$ cat src/rtl/hazard_ctrl.sv
// Hazard controller for the five-stage pipeline.
// Produces the ALU operand-forwarding selects, the pipeline stall and flush
// controls, a sticky memory-timeout error and two performance counters.
// The forwarding, stall and flush outputs are purely combinational so they
// take effect in the same cycle the hazard is seen.
module hazard_ctrl #(
  parameter int unsigned MEM_TIMEOUT = 16
) (
  input  logic        clk_i,
  input  logic        rst_ni,
  input  logic [4:0]  rs1_addr_D,
  input  logic [4:0]  rs2_addr_D,
  input  logic [4:0]  rs1_addr_E,
  input  logic [4:0]  rs2_addr_E,
  input  logic [4:0]  rd_addr_E,
  input  logic [4:0]  rd_addr_M,
  input  logic [4:0]  rd_addr_W,
  input  logic        reg_wr_en_M,
  input  logic        reg_wr_en_W,
  input  logic        is_load_E,
  input  logic        mispredict_E,
  input  logic        mem_req_M,
  input  logic        mem_ack_M,
  output logic [1:0]  forward_A_E,
  output logic [1:0]  forward_B_E,
  output logic        stall_F,
  output logic        stall_D,
  output logic        stall_E,
  output logic        stall_M,
  output logic        flush_D,
  output logic        flush_E,
  output logic        mem_err,
  output logic [31:0] stall_cnt,
  output logic [31:0] flush_cnt
);

  // The memory-wait tracker: RUN while memory is idle or answering, WAIT
  // while a request is outstanding, ERR once it has waited too long.
  typedef enum logic [1:0] {
    RUN  = 2'd0,
    WAIT = 2'd1,
    ERR  = 2'd2
  } state_t;

  localparam logic [7:0] TIMEOUT_CNT = 8'(MEM_TIMEOUT);

  state_t     state;
  state_t     state_nxt;
  logic [7:0] wait_cnt;
  logic [7:0] wait_cnt_nxt;

  logic       load_use;
  logic       mem_wait;

  // Select the source for one ALU operand: the younger M stage wins over W,
  // and register x0 is never forwarded because it always reads as zero.
  function automatic logic [1:0] fwd_sel(input logic [4:0] rs);
    logic [1:0] sel;
    sel = 2'b00;
    if (reg_wr_en_M && (rd_addr_M != 5'd0) && (rd_addr_M == rs)) begin
      sel = 2'b10;
    end else if (reg_wr_en_W && (rd_addr_W != 5'd0) && (rd_addr_W == rs)) begin
      sel = 2'b01;
    end
    return sel;
  endfunction

  // Operand forwarding for both Execute-stage sources.
  always_comb begin
    forward_A_E = fwd_sel(rs1_addr_E);
    forward_B_E = fwd_sel(rs2_addr_E);
  end

  // Hazard conditions: a load in E feeding an instruction in D, and a data
  // memory request that has not completed this cycle.
  always_comb begin
    load_use = is_load_E && (rd_addr_E != 5'd0) &&
               ((rd_addr_E == rs1_addr_D) || (rd_addr_E == rs2_addr_D));
    mem_wait = mem_req_M && !mem_ack_M;
  end

  // State register for the memory-wait tracker; reset returns to RUN at once.
  always_ff @(posedge clk_i or negedge rst_ni) begin
    if (!rst_ni) begin
      state    <= RUN;
      wait_cnt <= 8'd0;
    end else begin
      state    <= state_nxt;
      wait_cnt <= wait_cnt_nxt;
    end
  end

  // Next-state logic: count consecutive wait cycles and give up into ERR
  // once the count has reached the timeout while memory is still busy.
  always_comb begin
    state_nxt    = state;
    wait_cnt_nxt = wait_cnt;
    case (state)
      RUN: begin
        if (mem_wait) begin
          state_nxt    = WAIT;
          wait_cnt_nxt = 8'd1;
        end else begin
          wait_cnt_nxt = 8'd0;
        end
      end
      WAIT: begin
        if (!mem_wait) begin
          state_nxt    = RUN;
          wait_cnt_nxt = 8'd0;
        end else if (wait_cnt == TIMEOUT_CNT) begin
          state_nxt = ERR;
        end else begin
          wait_cnt_nxt = wait_cnt + 8'd1;
        end
      end
      ERR: begin
        state_nxt = ERR;
      end
      default: begin
        state_nxt    = RUN;
        wait_cnt_nxt = 8'd0;
      end
    endcase
  end

  assign mem_err = (state == ERR);

  // Stall/flush priority. A memory wait (or a dead memory) freezes the
  // whole pipe, which also holds a pending mispredict in E until the wait
  // clears; a mispredict then squashes D and E, and a load-use hazard holds
  // F/D for one cycle while a bubble goes into E.
  always_comb begin
    stall_F = 1'b0;
    stall_D = 1'b0;
    stall_E = 1'b0;
    stall_M = 1'b0;
    flush_D = 1'b0;
    flush_E = 1'b0;
    if ((state == ERR) || mem_wait) begin
      stall_F = 1'b1;
      stall_D = 1'b1;
      stall_E = 1'b1;
      stall_M = 1'b1;
    end else if (mispredict_E) begin
      flush_D = 1'b1;
      flush_E = 1'b1;
    end else if (load_use) begin
      stall_F = 1'b1;
      stall_D = 1'b1;
      flush_E = 1'b1;
    end
  end

  // Performance counters: cycles with the front end stalled and cycles with
  // Decode flushed, each saturating rather than wrapping.
  always_ff @(posedge clk_i or negedge rst_ni) begin
    if (!rst_ni) begin
      stall_cnt <= 32'd0;
      flush_cnt <= 32'd0;
    end else begin
      if (stall_F && (stall_cnt != 32'hFFFF_FFFF)) begin
        stall_cnt <= stall_cnt + 32'd1;
      end
      if (flush_D && (flush_cnt != 32'hFFFF_FFFF)) begin
        flush_cnt <= flush_cnt + 32'd1;
      end
    end
  end

endmodule

$ cat config.mk
export PLATFORM = sky130hd
export DESIGN_NAME = hazard_ctrl
export DESIGN_NICKNAME = d
export VERILOG_FILES = /design/src/rtl/hazard_ctrl.sv
export SDC_FILE = /design/constraint.sdc
export NUM_CORES = 1
export LEC_CHECK = 0
export ABC_AREA = 1
export ABC_CLOCK_PERIOD_IN_PS = 2000
export BUFFER_PORTS_ARGS = -buffer_cell sky130_fd_sc_hd__clkbuf_2
export CAP_MARGIN = 20
export CORE_MARGIN = 2
export CORE_UTILIZATION = 55
export DETAILED_ROUTE_END_ITERATION = 6
export GPL_ROUTABILITY_DRIVEN = 0
export GPL_TIMING_DRIVEN = 0
export PLACE_DENSITY = 0.81
export SETUP_SLACK_MARGIN = 0.1
export SKIP_CTS_REPAIR_TIMING = 1
export SLEW_MARGIN = 30
export SYNTH_ARGS = -nofsm -noshare
export SYNTH_HDL_FRONTEND = slang
export SYNTH_SLANG_ARGS = --single-unit
$ cat constraint.sdc
create_clock -name clk_i -period 2 [get_ports clk_i]
set_input_delay 0.4 -clock clk_i [delete_from_list [all_inputs] [get_ports clk_i]]
set_output_delay 0.4 -clock clk_i [all_outputs]
set_load 0.005 [all_outputs]
======== Word-level counts from Yosys, hierarchy flattened ========
Index checks and enable logic that the tools add are counted.
word-level totals
  word-level logic and storage cells ...... 62
  bits of input ports ..................... 43
  output and inout port bits .............. 75
  register bits after elaboration ......... 74
cells by class
  muxes and demuxes ....................... 20
  $add $sub $neg .......................... 3
  eq/ne operators ......................... 14
  bitwise gates (word level) .............. 1
  reduce and logical (&&, ||, !) cells .... 20
operators with widths
  kind                                                  count
  adder 32 x 1 -> 32 bit (second input constant)        2
  inequality test 32 bit (second input constant)        2
  equality test 5 bit                                   6
  one-hot mux 8 bit (3 select lines)                    1
  two-way mux 8 bit                                     2
  nonzero test 5 bit                                    3
  logical AND 1 bit                                     11
  two-way mux 1 bit                                     11
  two-way mux 2 bit                                     5
  adder 8 x 1 -> 8 bit (second input constant)          1
  equality test 8 x 5 -> 1 bit (second input constant)  1
  inequality test 3 bit (second input constant)         2
  one-hot mux 2 bit (3 select lines)                    1
  AND reduction 2 bit                                   2
  equality test 2 x 1 -> 1 bit (second input constant)  1
  equality test 2 bit (second input constant)           1
  logical NOT 2 bit                                     1
  logical OR 1 bit                                      2
  inequality test 2 bit (second input constant)         1
  logical NOT 1 bit                                     1
  inverter 1 bit                                        1

======== Longest topological paths before layout ========
  depth in word-level cells ............... 7
  mapped depth ............................ 12
  mapped depth without buffers ............ 11

======== Least setup slack after synthesis ========
No wires, ideal clock.
  path type ............................... input to output
  from .................................... input mem_req_M
  to ...................................... output stall_F
  path slack .............................. 254 ps
  data required time ...................... 1600 ps
  arrival ................................. 1346 ps
  stages on the path ...................... 8
  path buffers ............................ 2
  path through ............................ inv_1 > nor2_1 > inv_1 > nand2_1 > inv_1 > nand2_1 > buf_2 > buf_4
on the way
  word-level cells in the longest chain between the ends .. 3
ends and longest elaborated chain
  element            RTL line  source
  from (decl)        22        input logic mem_req_M,
  logical AND 1 bit  79        mem_wait = mem_req_M && !mem_ack_M;
  logical OR 1 bit   140       if ((state == ERR) || mem_wait) begin
  two-way mux 1 bit  n/a
  to (decl)          26        output logic stall_F,
No other way between the ends.

======== Worst setup path in the final report ========
  from .................................... register state[1]
  to ...................................... output stall_F
on the way
  word-level cells in the longest chain between the ends .. 3
ends and longest elaborated chain
  element                 RTL line  source
  from (decl)             47        state_t state;
  from (signal assigned)  88        state <= state_nxt;
  equality test 2 bit     140
  logical OR 1 bit        140
  two-way mux 1 bit       140
No other way between the ends.

==> summary.md <==
| Metric | Value |
|---|---|
| TritonCTS clock tree | `built` |
| Io pins | `118` |
| Worst Tran Pin Value | `0.5926 ns` |
| Htree depth | `3` |
| Outcome | `completed` |
| Routed WL per cell | `13.22 um` |
| Drt total wl | `13.67 mm` |
| PD cells | `595.7 nW/um2` |
| GR Util All Layers | `25.71%` |
| Max Freq | `526.6 MHz` |
| CTS Buf Count | `9` |
| Die footprint | `10250 um2` |
| CP required | `1.60 ns` |
| First-pass GRT wire length | `21.41 mm` |
| Clock power frac | `28.9%` |
| Clock root buffer | `clkbuf_8` |
| Leakage power | `3.335 nW` |
| Standard-cell rows | `35` |
| Register-to-register setup slack | `0.13 ns` |
| Minimum clock period | `1.899 ns` |
| Unrepaired setup endpoints after global routing | `true` |
| Worst hold-check path type | `in -> async` |
| Period utilisation layout | `94.96%` |
| Max_cap viols | `0` |
| Sequential share of power | `47.2%` |
| YS warnings | `0` |
| CP startpoint kind | `register` |
| Drt drc | `0` |
| Mean Syn Cell Area | `6.772 um2` |
| Die height | `101.2 um` |
| Slew margin rel. | `60.49%` |
| Pins over their slew limit | `0` |
| Reg-to-reg critical path startpoint | `flush_cnt[1]` |
| Post-synth ARST share | `100.0%` |
| Switching Share | `32.64%` |
| Area Overhead vs Synth | `24.51%` |
| CP Class | `reg -> out` |
| Initial Utilization | `56.56%` |
| Clock Tree Buf Depth | `2` |
| Clock transition at path regs | `0.08 ns` |
| Setup TNS | `0 ns` |
| Antenna viol nets, final | `0` |
| Clk_skew | `0.008791 ns` |
| Via Count | `5397` |
| First drt pass iteration count | `5` |
| Share of layout cells above drive strength 1 | `24.59%` |
| Initial antenna violation count | `0` |
| Post-Syn Instances | `768` |
| Post-synthesis sequential area ratio | `35.60%` |
| Final Util | `70.42%` |
| Final hold slack | `0.01309 ns` |
| Detailed placement HPWL | `9.678 mm` |
| Final setup fails | `0` |
| P_sw | `1.259 mW` |
| Mapped cell area | `5201 um2` |
| Vias in the first global route | `4717` |
| Peak VDD IR | `0.4091 mV` |
| Vias per std cell | `5.220` |
| N_diodes | `0` |
| Core ar. | `9196 um2` |
| Net count, final | `965` |
| Int Pwr | `2.599 mW` |
| Comb pwr share | `23.9%` |
| Fill cells | `793` |
| Yosys cell types | `36` |
| Most used DFF post-synth | `dfrtp_1` |
| Critical Path Sink Type | `output port` |
| Synthesized flop and latch total | `74` |
| CTS sink cnt | `74` |
| Die width | `101.2 um` |
| Grt ovf | `0` |
| WP data arrival | `1.50 ns` |
| CP max FO | `6` |
| Pin count of the biggest net entering global routing | `75` |
| Synthesized Nets | `815` |
| Final hold violation count | `0` |
| Number of synthesized flops with an enable pin | `0` |
| Cell depth of the worst flop-to-flop path | `11` |
| Reg-to-reg critical path endpoint | `flush_cnt[16]` |
| Clock Latency Late Sink | `0.35 ns` |
| DR iter-0 viols | `261` |
| IO Port Bufs | `117` |
-- layout make-up --
| class | count | area (um2) | area share [%] |
|---|---|---|---|
| inverters | 101 | 381.6 | 5.893 |
| plain buffers | 16 | 171.4 | 2.647 |
| multi-input cells | 578 | 2977 | 45.96 |
| flip-flops and latches | 74 | 1858 | 28.69 |
| well taps | 111 | 138.9 | 2.145 |
| repair buffers | 138 | 767.0 | 11.84 |
| clock buffers | 14 | 172.7 | 2.666 |
| clock inverters | 2 | 10.01 | 0.1546 |
-- kinds of logic (layout without fill, tap and decap cells) --
group | Yosys count | in the layout | share of synthesized area (%)
xor gates and xnor gates | 53 | 53 | 9.069
DFF | 74 | 74 | 35.60
and+or+nand+nor | 485 | 486 | 41.18
AOI/OAI and AO/OA | 35 | 35 | 3.536
buffers and inverters | 117 | 271 | 9.646
adders and majority gates | 4 | 4 | 0.9623
-- flip-flops by register name, summed over array words and instances (netlist names) --
register / count
state: 2
stall_cnt: 32
flush_cnt: 32
wait_cnt: 8
-- how the worst max path moves through the flow --
stage / startpoint / end / depth (start not counted)
2_1_floorplan: mem_req_M / stall_F / 8
3_3_place_gp: mem_req_M / stall_F / 10
3_5_place_dp: mem_req_M / stall_F / 10
4_1_cts: state[0] / stall_F / 8
5_1_grt: state[1] / stall_F / 9
6_report: state[1] / stall_F / 9
-- power groups by stage --
stage | registers, mW | clock network [mW] | logic (mW)
detailed placement | 1.83 | 0 | 0.772
floorplan | 1.80 | 0 | 0.445
CTS | 1.80 | 1.11 | 0.774
global placement | 1.83 | 0 | 0.746
finish | 1.82 | 1.11 | 0.921
global route | 1.84 | 1.19 | 1.03
-- critical path: stages, from the launching register on --
cell	delay, ns
dfrtp_1	0.39
inv_2	0.09
nor2_4	0.05
inv_2	0.06
nand2_4	0.06
inv_2	0.08
nand2_4	0.07
buf_8	0.14
buf_4	0.12
clkbuf_2	0.10
-- cell usage after synthesis (2+ instances only) --
cell type,count,share of area [%]
nor3_1,23,2.2
o21ai_0,13,1.3
nand4_1,10,1.2
ha_1,4,0.96
nand3_2,12,2.3
dfrtp_1,74,36
nand2_1,277,20
inv_1,99,7.1
buf_4,3,0.43
nor2_2,2,0.24
nor2_1,82,5.9
xnor2_1,20,3.4
nor4_1,2,0.24
nand3b_1,4,0.58
xor2_1,32,5.4
a21oi_1,5,0.48
nand2_2,4,0.48
nor3_2,3,0.58
nand3_1,59,5.7
buf_2,8,0.77
o21ai_1,13,1.3
buf_6,4,0.87
nor3b_1,2,0.29
-- layer usage --
layer / GRT usage [%] / share of wire (%) / vias to the layer above
li1: - / - / 2693
met1: 34.28 / 43 / 2496
met2: 43.81 / 49 / 183
met3: 3.658 / 5.9 / 25
met4: 7.173 / 1.4 / 0
met5: 0 / 0 / -
-- stage by stage --
step	setup WS [ns]	power, mW	std cells	cell area [um2]
floorplan	0.2537	2.243	768	5201
global placement	-0.2732	2.573	996	5926
detailed placement	-0.2661	2.598	996	5934
CTS	-0.4992	3.689	1012	6117
global route	0.0005639	4.049	1034	6476
finish	0.1009	3.858	1034	6476
-- placed cells by master (no fill, tap or decap), types with 6 or more instances in the layout --
cell	Yosys	final
nand3_1	59	55
nand4_1	10	10
clkbuf_2	0	116
xnor2_1	20	20
buf_4	3	21
inv_1	99	95
nand3_2	12	16
nor2_2	2	6
o21ai_1	13	14
nand2_1	277	272
nor3_1	23	20
o21ai_0	13	12
nor2_1	82	76
nor3_2	3	6
xor2_1	32	32
clkbuf_8	0	13
dfrtp_1	74	69
Power figures use the tool's default switching activity.
